## src/rtl/alu_exec_unit_if.sv

```systemverilog
// Operation-code package and request/result handshake interface for alu_exec_unit.
// The package sits here so that the interface and the execution unit share one alu_control_t.
package alu_exec_pkg;
    typedef enum logic [3:0] {
        ALU_ADD = 4'd0,
        ALU_SUB = 4'd1,
        ALU_XOR = 4'd2,
        ALU_OR  = 4'd3,
        ALU_AND = 4'd4,
        ALU_SLT = 4'd5,
        ALU_A   = 4'd6,
        ALU_B   = 4'd7,
        ALU_SLL = 4'd8,
        ALU_SRL = 4'd9
    } alu_control_t;
endpackage

interface alu_exec_unit_if #(parameter int WIDTH = 32);
    import alu_exec_pkg::*;

    logic             valid_i;
    logic             ready_o;
    alu_control_t     alu_control_i;
    logic [WIDTH-1:0] a_i;
    logic [WIDTH-1:0] b_i;
    logic             valid_o;
    logic             ready_i;
    logic [WIDTH-1:0] result_o;
    logic             zero_o;

    modport master (
        output valid_i, alu_control_i, a_i, b_i, ready_i,
        input  ready_o, valid_o, result_o, zero_o
    );

    modport slave (
        input  valid_i, alu_control_i, a_i, b_i, ready_i,
        output ready_o, valid_o, result_o, zero_o
    );
endinterface

```

## src/rtl/alu_exec_unit.sv

```systemverilog
// ALU execution unit: one op per request, registered result and zero flag, iterative 1-bit/cycle shifts.
// Define ALU_FAST_SHIFT_EN to make shifts single-cycle (no SHIFT state, no counter).
module alu_exec_unit
    import alu_exec_pkg::*;
#(
    parameter int WIDTH = 32
) (
    input  logic          clk_i,
    input  logic          rst_ni,
    alu_exec_unit_if.slave bus
);
    localparam int SHW = $clog2(WIDTH);

`ifdef ALU_FAST_SHIFT_EN
    typedef enum logic [0:0] {IDLE, DONE} state_t;
`else
    typedef enum logic [1:0] {IDLE, SHIFT, DONE} state_t;
`endif

    state_t           state_reg, state_next;
    logic [WIDTH-1:0] result_reg, result_next;
    logic             zero_reg;
    logic [SHW-1:0]   shamt;
    logic [WIDTH-1:0] alu_value;

`ifndef ALU_FAST_SHIFT_EN
    logic [SHW-1:0]   cnt_reg, cnt_next;
    logic             left_reg, left_next;
    logic             is_shift;
`endif

    assign shamt = bus.b_i[SHW-1:0];

    // Full single-cycle function; the iterative build only uses its shift arms when shamt is zero.
    always_comb begin
        alu_value = bus.a_i;
        case (bus.alu_control_i)
            ALU_ADD: alu_value = bus.a_i + bus.b_i;
            ALU_SUB: alu_value = bus.a_i - bus.b_i;
            ALU_XOR: alu_value = bus.a_i ^ bus.b_i;
            ALU_OR:  alu_value = bus.a_i | bus.b_i;
            ALU_AND: alu_value = bus.a_i & bus.b_i;
            ALU_SLT: alu_value = {{(WIDTH-1){1'b0}}, ($signed(bus.a_i) < $signed(bus.b_i))};
            ALU_A:   alu_value = bus.a_i;
            ALU_B:   alu_value = bus.b_i;
            ALU_SLL: alu_value = bus.a_i << shamt;
            ALU_SRL: alu_value = bus.a_i >> shamt;
            default: alu_value = bus.a_i;
        endcase
    end

`ifndef ALU_FAST_SHIFT_EN
    assign is_shift = (bus.alu_control_i == ALU_SLL) || (bus.alu_control_i == ALU_SRL);
`endif

    always_comb begin
        state_next  = state_reg;
        result_next = result_reg;
`ifndef ALU_FAST_SHIFT_EN
        cnt_next    = cnt_reg;
        left_next   = left_reg;
`endif
        case (state_reg)
            IDLE: begin
                if (bus.valid_i) begin
`ifndef ALU_FAST_SHIFT_EN
                    if (is_shift && (shamt != '0)) begin
                        result_next = bus.a_i;
                        cnt_next    = shamt;
                        left_next   = (bus.alu_control_i == ALU_SLL);
                        state_next  = SHIFT;
                    end else begin
                        result_next = alu_value;
                        state_next  = DONE;
                    end
`else
                    result_next = alu_value;
                    state_next  = DONE;
`endif
                end
            end
`ifndef ALU_FAST_SHIFT_EN
            SHIFT: begin
                result_next = left_reg ? (result_reg << 1) : (result_reg >> 1);
                cnt_next    = cnt_reg - 1'b1;
                if (cnt_reg == SHW'(1)) begin
                    state_next = DONE;
                end
            end
`endif
            DONE: begin
                if (bus.ready_i) begin
                    state_next = IDLE;
                end
            end
            default: state_next = IDLE;
        endcase
    end

    always_ff @(posedge clk_i or negedge rst_ni) begin
        if (!rst_ni) begin
            state_reg  <= IDLE;
            result_reg <= '0;
            zero_reg   <= 1'b1;
`ifndef ALU_FAST_SHIFT_EN
            cnt_reg    <= '0;
            left_reg   <= 1'b0;
`endif
        end else begin
            state_reg  <= state_next;
            result_reg <= result_next;
            zero_reg   <= (result_next == '0);
`ifndef ALU_FAST_SHIFT_EN
            cnt_reg    <= cnt_next;
            left_reg   <= left_next;
`endif
        end
    end

    assign bus.ready_o  = (state_reg == IDLE);
    assign bus.valid_o  = (state_reg == DONE);
    assign bus.result_o = result_reg;
    assign bus.zero_o   = zero_reg;
endmodule

```

## src/flat_wrapper.sv

```systemverilog
// flat-port wrapper written by rule: the top's interface ports become plain ports
module alu_exec_unit_flat import alu_exec_pkg::*;
#(
    parameter int WIDTH = 32
)
  (clk_i, rst_ni, bus_valid_i, bus_alu_control_i, bus_a_i, bus_b_i, bus_ready_i, bus_ready_o, bus_valid_o, bus_result_o, bus_zero_o);
  alu_exec_unit_if #(.WIDTH(WIDTH)) bus_i ();
  input  logic clk_i;
  input  logic rst_ni;
  input wire logic [$bits(bus_i.valid_i)-1:0] bus_valid_i;
  input wire logic [$bits(bus_i.alu_control_i)-1:0] bus_alu_control_i;
  input wire logic [$bits(bus_i.a_i)-1:0] bus_a_i;
  input wire logic [$bits(bus_i.b_i)-1:0] bus_b_i;
  input wire logic [$bits(bus_i.ready_i)-1:0] bus_ready_i;
  output wire logic [$bits(bus_i.ready_o)-1:0] bus_ready_o;
  output wire logic [$bits(bus_i.valid_o)-1:0] bus_valid_o;
  output wire logic [$bits(bus_i.result_o)-1:0] bus_result_o;
  output wire logic [$bits(bus_i.zero_o)-1:0] bus_zero_o;
  assign bus_i.valid_i = bus_valid_i;
  assign bus_i.alu_control_i = bus_alu_control_i;
  assign bus_i.a_i = bus_a_i;
  assign bus_i.b_i = bus_b_i;
  assign bus_i.ready_i = bus_ready_i;
  assign bus_ready_o = bus_i.ready_o;
  assign bus_valid_o = bus_i.valid_o;
  assign bus_result_o = bus_i.result_o;
  assign bus_zero_o = bus_i.zero_o;
  alu_exec_unit #(.WIDTH(WIDTH)) u_core (.clk_i(clk_i), .rst_ni(rst_ni), .bus(bus_i));
endmodule
```

## config.mk

```make
export PLATFORM = sky130hd
export DESIGN_NAME = alu_exec_unit_flat
export DESIGN_NICKNAME = d
export VERILOG_FILES = /design/src/rtl/alu_exec_unit_if.sv /design/src/rtl/alu_exec_unit.sv /design/src/flat_wrapper.sv
export SDC_FILE = /design/constraint.sdc
export NUM_CORES = 1
export LEC_CHECK = 0
export CAP_MARGIN = 25
export CELL_PAD_IN_SITES_DETAIL_PLACEMENT = 1
export CELL_PAD_IN_SITES_GLOBAL_PLACEMENT = 2
export CORE_ASPECT_RATIO = 1.75
export CORE_MARGIN = 1.5
export CORE_UTILIZATION = 35
export DETAILED_ROUTE_END_ITERATION = 7
export GPL_TIMING_DRIVEN = 0
export MAX_ROUTING_LAYER = met4
export PLACE_DENSITY_LB_ADDON = 0.05
export SYNTH_ARGS = -nofsm -noshare
export SYNTH_HDL_FRONTEND = slang
export SYNTH_SLANG_ARGS = --single-unit
```

## constraint.sdc

```tcl
create_clock -name clk_i -period 4.55 [get_ports clk_i]
set_input_delay 0.6825 -clock clk_i [delete_from_list [all_inputs] [get_ports clk_i]]
set_output_delay 0.6825 -clock clk_i [all_outputs]
set_load 0.1 [all_outputs]
```

==> metrics <==
status finished with violations; failing checks setup timing; cell row count 90; 1st-iter DRT viols 2100; Synth Area in Adders approximately a tenth; Max-slew headroom 18.85%; core box area around 34000 µm²; post-synth top area share about a tenth; Total Wirelength around 97 mm; Clock Latency Late Sink 0.33 ns; WP data arrival 4.96 ns; post-synthesis cell count 1651; Worst Max-Slew Pin Slew ~1.2 ns; total chip power just under 0.006 W; Peak Freq roughly 210 MHz; commonest non-fill, non-tap cell in the layout nor2_1; vias in the first global route about 18000; reg2reg start u_core.state_reg[1]$_DFFE_PN0P_; R2R Setup Slk -0.04 ns; Yosys warnings 0; Post-synth ARST share between 90% and 100%; Hold Crit Class in2async; first-pass GRT wire length between 100 and 150 mm; grt ovf 0; TritonRoute pass-1 iters 7; Clock Skew around 0.019 ns; r2r worst-path depth 13; Setup crit end kind flop; Final #Nets 2046; antenna-violating nets left 0; Area Growth Syn to Fin 41.61%; Post-Synth XOR/XNOR Area 0.6485%; clock-pin slew on the worst setup and hold paths approximately 0.080 ns; multiplexer share of the synthesized area 16.43%; most frequent cells in the layout nor2_1 (125), nand2_1 (123), a21oi_1 (118); Via density roughly 7.5; Reg-to-Reg End u_core.bus.zero_o$_DFF_PN1_; Yosys reg bits 41; Yosys top cell by area ha_1; routability cong. approximately 1.1; Final WS setup -0.1406 ns; max-cap violations 0; CTS Buf Count 5; largest net degree at the start of global routing 28; simple-gate share of the synthesized area a little over a fifth; Leakage about 6.7 nW; All-Layer GR Usage 55.63%; period utilization 103.1%; Wirelength per Cell between 40 and 50 µm; Synth cell types 100; CP required 4.82 ns; Setup-failing EPs final 1; Vias about 18000; sequential area share after synthesis between 8 and 9%; EDFF count, synth 0; Hold Slack 0.2759 ns; initial antenna violation count 9; overall die area about 36000 µm²; Primary FF master, synth dfrtp_1; CTS tree yes; Crit Path Class in2reg; maximum root-to-sink buffer count 2; Synth Area in Compound Gates 33.37%; Worst VDD drop 482.0 µV; Hold Fails Final Rpt 0; share of layout cells above drive strength 1 approximately a third; max reg flops 32; clock sink total 41; io pins around 110; DRC Markers 0; Die Wd about 140 µm; Starting Density 35.39%; pwr dens roughly 340 nW/µm²; Slew Limit Fails 0; largest family of logic cells by synthesized area compound AO/OA/AOI/OAI gates; Final Critical Period roughly 4.7 ns; Post-CTS Hold Fix Bufs 0; Max Fanout on Critical Path 11; H-tree depth 2; cell area after synthesis roughly 12000 µm²; CP Launch Type input pin; synth top area cells ha_1 (10%), dfrtp_1 (8.2%), mux2i_1 (6.2%); syn_nets between 1500 and 2000; average size of a mapped cell roughly 7.4 µm²; port bufs around 110; Root Driver clkbuf_16; chip height about 250 µm; Detailed Place HPWL 71.49 mm
[worst max path at each step]
stage	slack, ns	cells after the start	end	startpoint
after floorplan	0.009	17	u_core.bus.zero_o$_DFF_PN1_	bus_b_i[2]
after global placement	-3.18	15	u_core.bus.zero_o$_DFF_PN1_	bus_alu_control_i[0]
after detailed placement	-3.24	15	u_core.bus.zero_o$_DFF_PN1_	bus_alu_control_i[0]
after CTS	0.003	19	u_core.bus.zero_o$_DFF_PN1_	bus_b_i[4]
after global routing	-0.05	15	u_core.bus.zero_o$_DFF_PN1_	bus_a_i[5]
final	-0.14	16	u_core.bus.zero_o$_DFF_PN1_	bus_b_i[0]
[routing by layer]
| layer | wire, µm | GRT usage [%] |
|---|---|---|
| met1 | 30380 | 52.18 |
| met2 | 42590 | 80.46 |
| met3 | 11170 | 27.53 |
| met4 | 13340 | 53.85 |
| met5 | 0 | - |
[cells by family after synthesis]
group | after synthesis
xor gates and xnor gates | 9
adders and majority gates | 101
buffers and inverters | 239
muxes | 142
DFF | 41
AOI/OAI and AO/OA | 598
and+or+nand+nor | 521
[synth_stat cells, types with 29 or more instances]
library cell,instances
a211oi_1,35
a21oi_1,136
a22oi_1,36
clkbuf_1,77
dfrtp_1,40
ha_1,99
inv_1,97
mux2i_1,75
mux4_2,29
nand2_1,134
nand3_1,41
nor2_1,140
nor3_1,50
o21ai_0,119
[area by class of cell]
cell class | count | area, µm²
fillers | 4115 | 17130
multi-input cells | 1371 | 11790
repair buffers | 231 | 2092
plain buffers | 121 | 1122
flip-flops and latches | 41 | 1030
well taps | 460 | 575.6
inverters | 102 | 421.7
clock buffers | 5 | 125.1
diodes | 13 | 32.53
clock inverters | 3 | 21.27
[worst max-delay path, cell delays in order]
cell	delay, ns
buf_2	0.14
buf_6	0.13
buf_12	0.14
nor4_4	0.05
buf_4	0.16
buf_4	0.13
buf_4	0.16
a2bb2oi_2	0.62
clkbuf_2	0.50
buf_4	0.40
a31oi_1	0.13
nor2_1	0.26
a211oi_1	0.18
or3_2	0.49
or4_4	0.62
nor3_2	0.14
[report_power, final]
part / leakage, nW / internal [W] / switching (W) / total (W)
sequential: 0.507 / 0.000525 / 0.000295 / 0.000820
combinational: 6.14 / 0.00144 / 0.00319 / 0.00463
clock: 0.0703 / 0.000207 / 0.000221 / 0.000428
[repair_timing]
item | in CTS | in global routing
gates cloned | 1 | 0
pin swaps | 70 | 71
resized for setup | 510 | 191
buffers inserted | 69 | 40
setup endpoints to repair | 33 | 2
[metrics by stage]
step | cell area (µm²) | TNS (ns) | util, % | setup slack (ns) | instances
after floorplan | 12180 | 0 | - | 0.009142 | 1651
after global placement | 13820 | -49.21 | 40.23 | -3.176 | 2217
after detailed placement | 13970 | -46.40 | 40.68 | -3.235 | 2231
after CTS | 16260 | 0 | 47.33 | 0.003170 | 2295
after global routing | 17200 | -0.05152 | 50.08 | -0.05152 | 2343
final | 17210 | -0.1406 | 50.11 | -0.1406 | 2347
Note: power is estimated with default switching activity, not from simulation.
